[src/rtl/game_sequencer.sv]
// Game-flow controller: screen selection from PS/2 keys, frame-driven round countdown, saturating score.
// Optional pause screen is built when GAME_SEQ_PAUSE_EN is defined.
module game_sequencer #(
    parameter logic [15:0] START_KEY      = 16'h005A,
    parameter logic [15:0] PAUSE_KEY      = 16'h004D,
    parameter int unsigned ROUND_SECONDS  = 30,
    parameter int unsigned FRAMES_PER_SEC = 60,
    parameter int unsigned MAX_POINTS     = 31
) (
    input  logic        clk,
    input  logic        rst,
    input  logic [15:0] keycode,
    input  logic        frame_tick,
    input  logic        hit,
    output logic [1:0]  screen,
    output logic [4:0]  points,
    output logic [5:0]  time_left,
    output logic        round_active
);

    localparam int unsigned FRAME_W    = (FRAMES_PER_SEC > 1) ? $clog2(FRAMES_PER_SEC) : 1;
    localparam logic [FRAME_W-1:0] FRAME_LAST = FRAME_W'(FRAMES_PER_SEC - 1);
    localparam logic [5:0]  ROUND_INIT = 6'(ROUND_SECONDS);
    localparam logic [4:0]  MAX_P      = 5'(MAX_POINTS);
`ifdef GAME_SEQ_PAUSE_EN
    localparam bit PAUSE_EN = 1'b1;
`else
    localparam bit PAUSE_EN = 1'b0;
`endif

    typedef enum logic [1:0] {
        MENU  = 2'd0,
        PLAY  = 2'd1,
        OVER  = 2'd2,
        PAUSE = 2'd3
    } state_t;

    state_t             state_q, state_n;
    logic [15:0]        key_q;
    logic [FRAME_W-1:0] frame_q, frame_n;
    logic [4:0]         points_q, points_n;
    logic [5:0]         time_q, time_n;
    logic               active_q;
    logic               key_evt_c, start_evt_c, pause_evt_c, done_c;

    // A key event is a change of code that is not a break code; holding a key repeats nothing.
    assign key_evt_c   = (keycode != key_q) && (keycode[15:8] != 8'hF0);
    assign start_evt_c = key_evt_c && (keycode == START_KEY);
    assign pause_evt_c = PAUSE_EN && key_evt_c && (keycode == PAUSE_KEY);

    always_ff @(posedge clk or posedge rst) begin
        if (rst) begin
            state_q  <= MENU;
            key_q    <= '0;
            frame_q  <= '0;
            points_q <= '0;
            time_q   <= ROUND_INIT;
            active_q <= 1'b0;
        end else begin
            state_q  <= state_n;
            key_q    <= keycode;
            frame_q  <= frame_n;
            points_q <= points_n;
            time_q   <= time_n;
            active_q <= (state_n == PLAY);
        end
    end

    // Next state and counter updates; counters only move in PLAY.
    always_comb begin
        state_n  = state_q;
        frame_n  = frame_q;
        points_n = points_q;
        time_n   = time_q;
        done_c   = 1'b0;
        case (state_q)
            MENU: begin
                if (start_evt_c) begin
                    state_n  = PLAY;
                    points_n = '0;
                    time_n   = ROUND_INIT;
                    frame_n  = '0;
                end
            end
            PLAY: begin
                if (hit && (points_q != MAX_P)) begin
                    points_n = points_q + 5'd1;
                    if (points_q == (MAX_P - 5'd1)) begin
                        done_c = 1'b1;
                    end
                end
                if (frame_tick) begin
                    if (frame_q == FRAME_LAST) begin
                        frame_n = '0;
                        if (time_q != 6'd0) begin
                            time_n = time_q - 6'd1;
                        end
                        if (time_q == 6'd1) begin
                            done_c = 1'b1;
                        end
                    end else begin
                        frame_n = frame_q + FRAME_W'(1);
                    end
                end
                // Round end takes priority over a pause request in the same cycle.
                if (done_c) begin
                    state_n = OVER;
                end else if (pause_evt_c) begin
                    state_n = PAUSE;
                end
            end
            OVER: begin
                if (start_evt_c) begin
                    state_n = MENU;
                end
            end
`ifdef GAME_SEQ_PAUSE_EN
            PAUSE: begin
                if (pause_evt_c) begin
                    state_n = PLAY;
                end
            end
`endif
            default: begin
                state_n = MENU;
            end
        endcase
    end

    assign screen       = 2'(state_q);
    assign points       = points_q;
    assign time_left    = time_q;
    assign round_active = active_q;

endmodule

[config.mk]
export PLATFORM = sky130hd
export DESIGN_NAME = game_sequencer
export DESIGN_NICKNAME = d
export VERILOG_FILES = /design/src/rtl/game_sequencer.sv
export SDC_FILE = /design/constraint.sdc
export NUM_CORES = 1
export LEC_CHECK = 0
export ABC_CLOCK_PERIOD_IN_PS = 1950
export CAP_MARGIN = 5
export CORE_AREA = 2 2 46 91
export CTS_CLUSTER_DIAMETER = 30
export DETAILED_ROUTE_END_ITERATION = 12
export DIE_AREA = 0 0 48 93
export GPL_TIMING_DRIVEN = 0
export HOLD_SLACK_MARGIN = 0.08
export MAX_ROUTING_LAYER = met4
export PLACE_DENSITY = 0.75
export RECOVER_POWER = 100
export SYNTH_ARGS = -nofsm -noshare
export SYNTH_HDL_FRONTEND = slang
export SYNTH_SLANG_ARGS = --single-unit
[constraint.sdc]
create_clock -name clk -period 1.95 [get_ports clk]
set_input_delay 0.195 -clock clk [delete_from_list [all_inputs] [get_ports clk]]
set_output_delay 0.195 -clock clk [all_outputs]
set_load 0.1 [all_outputs]
==> metrics.txt <==
# TYPE chip_impl_metric gauge
chip_impl_metric{name="setup_tns",unit="ps"} 0
chip_impl_metric{name="track_usage",unit="%"} 22.2
chip_impl_metric{name="drt-pass1-iter-count",unit=""} 4
chip_impl_metric{name="p_sw",unit="uW"} 325
chip_impl_metric{name="die-height",unit="um"} 93
chip_impl_metric{name="switching_share",unit="%"} 22.1
chip_impl_metric{name="n_antenna_cell",unit=""} 0
chip_impl_metric{name="place_hpwl",unit="mm"} 3.30
chip_impl_metric{name="drv_cap",unit=""} 0
chip_impl_info{name="end_kind",value="output port"} 1
chip_impl_metric{name="first_global_vias",unit=""} 1507
chip_impl_info{name="status",value="finished clean"} 1
chip_impl_metric{name="cp.required",unit="ps"} 1750
chip_impl_metric{name="simple_logic_cell_fraction_of_the_synthesized_area",unit="%"} 23.3
chip_impl_metric{name="fmax",unit="MHz"} 525
chip_impl_metric{name="synth_enable_flop_cells",unit=""} 0
chip_impl_metric{name="vdd_ir_drop_max",unit="uV"} 556
chip_impl_metric{name="final-hold-violation-count",unit=""} 0
chip_impl_metric{name="timing.clock.skew",unit="ps"} 13.0
chip_impl_metric{name="cts_hold_buf",unit=""} 0
chip_impl_metric{name="vias",unit=""} 1517
chip_impl_metric{name="layout-area-overhead-vs-synth",unit="%"} 27.3
chip_impl_metric{name="weighted_congestion_reported_at_the_end_of_routability_driven_placement",unit=""} 0.883
chip_impl_metric{name="power_report.internal_total",unit="uW"} 1150
chip_impl_metric{name="die_width",unit="um"} 48
chip_impl_metric{name="proportion_of_power_drawn_by_combinational_gates",unit="%"} 8.1
chip_impl_metric{name="avgViaCountPerCell",unit=""} 5.60
chip_impl_metric{name="grt_pass1_wl",unit="mm"} 6.82
chip_impl_metric{name="synth.net_count",unit=""} 200
chip_impl_metric{name="placed_cells",unit=""} 259
chip_impl_metric{name="crit_arrival",unit="ps"} 1710
chip_impl_metric{name="syn-instance-count",unit=""} 174
chip_impl_metric{name="drive_gt1_share",unit="%"} 16.4
chip_impl_metric{name="synth-seq-area-share",unit="%"} 49.6
chip_impl_metric{name="max_slew.worst_pin.slew",unit="ps"} 1210
chip_impl_metric{name="initial_core_util",unit="%"} 48.0
chip_impl_metric{name="routed_wire_length_per_instance",unit="um"} 15.7
chip_impl_metric{name="portBuffers",unit=""} 33
chip_impl_metric{name="utilization",unit="%"} 61.2
chip_impl_metric{name="ys_ff_latch",unit=""} 36
chip_impl_metric{name="floorplan.die_area",unit="um2"} 4460
chip_impl_info{name="rsz0062_at_grt",value="false"} 1
chip_impl_info{name="critical_path_slowest_stage_cell",value="clkdlybuf4s15_1"} 1
chip_impl_info{name="critPathLaunchType",value="flop"} 1
chip_impl_metric{name="cpPeakStageDelay",unit="ps"} 840
chip_impl_metric{name="clkLatencyLatePin",unit="ps"} 290
chip_impl_metric{name="core_region_area",unit="um2"} 3800
chip_impl_metric{name="post_synth_mux_area_share",unit="%"} 0.548
chip_impl_metric{name="post_synth_xor_area_fraction",unit="%"} 8.63
chip_impl_metric{name="drtIter0Drc",unit=""} 26
chip_impl_metric{name="post_synth_instance_area",unit="um2"} 1830
chip_impl_metric{name="clkSlewWorstSetupHoldPaths",unit="ps"} 70
chip_impl_metric{name="setup_viol",unit=""} 0
chip_impl_metric{name="grt_antenna_before_repair",unit=""} 0
chip_impl_metric{name="detail_route.wirelength",unit="mm"} 4.26
chip_impl_metric{name="grt_max_degree",unit=""} 22
chip_impl_info{name="worstPathCellList",value="clkdlybuf4s15_1"} 1
chip_impl_metric{name="slew_viol_final",unit=""} 0
chip_impl_metric{name="timing.critical_path.buf_inv",unit=""} 1
chip_impl_metric{name="final_cells",unit=""} 271
chip_impl_metric{name="compound_gate_fraction_of_synth_area",unit="%"} 10.8
chip_impl_metric{name="nets",unit=""} 245
chip_impl_info{name="clock_tree_from_tritoncts",value="yes"} 1
chip_impl_metric{name="synth_async_sr_flop_share",unit="%"} 100
chip_impl_metric{name="floorplan.io_pins",unit=""} 34
chip_impl_metric{name="sequentialPowerShare",unit="%"} 52.7
chip_impl_metric{name="total_number_of_clock_tree_sinks",unit=""} 36
chip_impl_metric{name="worst-path-max-fanout",unit=""} 6
chip_impl_metric{name="finalWorstPathRequiredPeriod",unit="ps"} 1900
chip_impl_metric{name="clock_tree.buffer_depth",unit=""} 2
chip_impl_info{name="most-common-layout-cells",value="dfrtp_1 (26), xnor2_1 (18), nand2_1 (16)"} 1
chip_impl_metric{name="synth.avg_cell_area",unit="um2"} 10.5
chip_impl_info{name="worst-setup-path-type",value="reg2out"} 1
chip_impl_info{name="cell_family_with_most_cp_delay",value="buffers and inverters"} 1
chip_impl_metric{name="cts-buffers-inserted",unit=""} 5
chip_impl_metric{name="netlist-cell-type-count",unit=""} 44
chip_impl_metric{name="count_of_warnings_emitted_by_yosys",unit=""} 0
chip_impl_metric{name="post_synth_fa_ha_maj_area_fraction",unit="%"} 4.11
chip_impl_metric{name="global_route.overflow_total",unit=""} 0
chip_impl_metric{name="slew_headroom",unit="%"} 19.4
chip_impl_info{name="synth_top_family_by_area",value="simple AND/OR/NAND/NOR gates"} 1
chip_impl_metric{name="power_leakage",unit="uW"} 0.000934
chip_impl_info{name="layout.cells.most_common",value="dfrtp_1"} 1
chip_impl_metric{name="clock_power_share",unit="%"} 39.2
chip_impl_metric{name="ctsHtreeMaxLevel",unit=""} 2
chip_impl_metric{name="finalPower",unit="uW"} 1470
chip_impl_metric{name="floorplan.rows",unit=""} 32
chip_impl_info{name="hold_path.class",value="in2async"} 1
chip_impl_info{name="root_buffer_cell",value="clkbuf_8"} 1
chip_impl_metric{name="drc",unit=""} 0
chip_impl_metric{name="final.period_utilization",unit="%"} 97.6
chip_impl_metric{name="antenna_violating_nets_post_route",unit=""} 0
chip_impl_metric{name="pwr_density_cell",unit="nW/um2"} 633
chip_impl_info{name="synth_flop_cell",value="dfrtp_1"} 1
==> power groups by stage <==
stage          registers [uW]  logic (uW)  clock network, uW
2_1_floorplan             796        50.1                  0
3_3_place_gp              788         120                  0
3_5_place_dp              790         130                  0
4_1_cts                   776         131                589
5_1_grt                   777         131                626
6_report                  776         119                577
==> per-stage QoR <==
stage | cell area (um2) | hold WS [ps] | setup WS, ps
detailed placement | 2260 | 548 | -316
floorplan | 1840 | 226 | -5.08
finish | 2330 | 394 | 46.3
CTS | 2370 | 316 | 0.257
global placement | 2230 | 531 | -262
global route | 2330 | 449 | 7.41
==> worst paths after layout <==
check | startpoint | slack, ps | cells after the start | to
min | rst | 390 | 2 | time_left[5]$_DFFE_PP0P_
min in group clk | keycode[12] | 440 | 1 | key_q[12]$_DFF_PP0_
max reg2reg | time_left[1]$_DFFE_PP1P_ | 120 | 7 | time_left[3]$_DFFE_PP1P_
max | time_left[3]$_DFFE_PP1P_ | 50 | 1 | time_left[3]
min reg2reg | frame_q[0]$_DFFE_PP0P_ | 580 | 1 | frame_q[0]$_DFFE_PP0P_
max in group asynchronous | rst | 610 | 3 | points[2]$_DFFE_PP0P_
==> cell type report <==
type | count | area, um2
Timing Repair Buffer | 38 | 297
Buffer | 4 | 25.0
Multi-Input combinational cell | 126 | 893
Clock buffer | 8 | 100
Tap cell | 51 | 63.8
Inverter | 8 | 30.0
Fill cell | 320 | 1480
Sequential cell | 36 | 917
==> state kept, by name, summed over array words and instances, names as in the netlist <==
signal        count
frame_q           6
key_q            16
points            5
round_active      1
screen            2
time_left         6
==> cells in the mapped netlist, drive strengths merged (3+ instances only) <==
master  count  share of area, %
nor2b       3               1.0
dfstp       4               5.8
buf         3               1.2
ha          6               4.1
nand3       4               1.1
nand2      16               3.3
o21ai      10               2.7
nor2       14               3.3
inv         8               1.6
nand4      12               4.1
nor3        3              0.82
nor4        3               1.8
xnor2      18               8.6
dfrtp      32                44
a21oi       3              0.82
==> kinds of logic (layout without fill, tap and decap cells) <==
| family | count (synthesis) | after routing |
|---|---|---|
| xor gates and xnor gates | 18 | 18 |
| AOI/OAI and AO/OA | 30 | 30 |
| buffers and inverters | 12 | 58 |
| DFF | 36 | 36 |
| adders and majority gates | 6 | 6 |
| and+or+nand+nor | 71 | 71 |
| muxes | 1 | 1 |
==> layer usage <==
layer	wire length [um]	track usage, %	share of wire, %
met4	122	8.78	2.9
met3	120	4.63	2.8
met1	1570	22.8	37
met2	2440	38.4	57
met5	0	-	0
==> timing repair <==
item / in CTS / in global routing
buffers inserted: 0 / 4
gates resized for setup: 19 / 6
pin swaps: 0 / 4
setup endpoints to repair: 15 / 12
(Power assumes the default switching activity.)
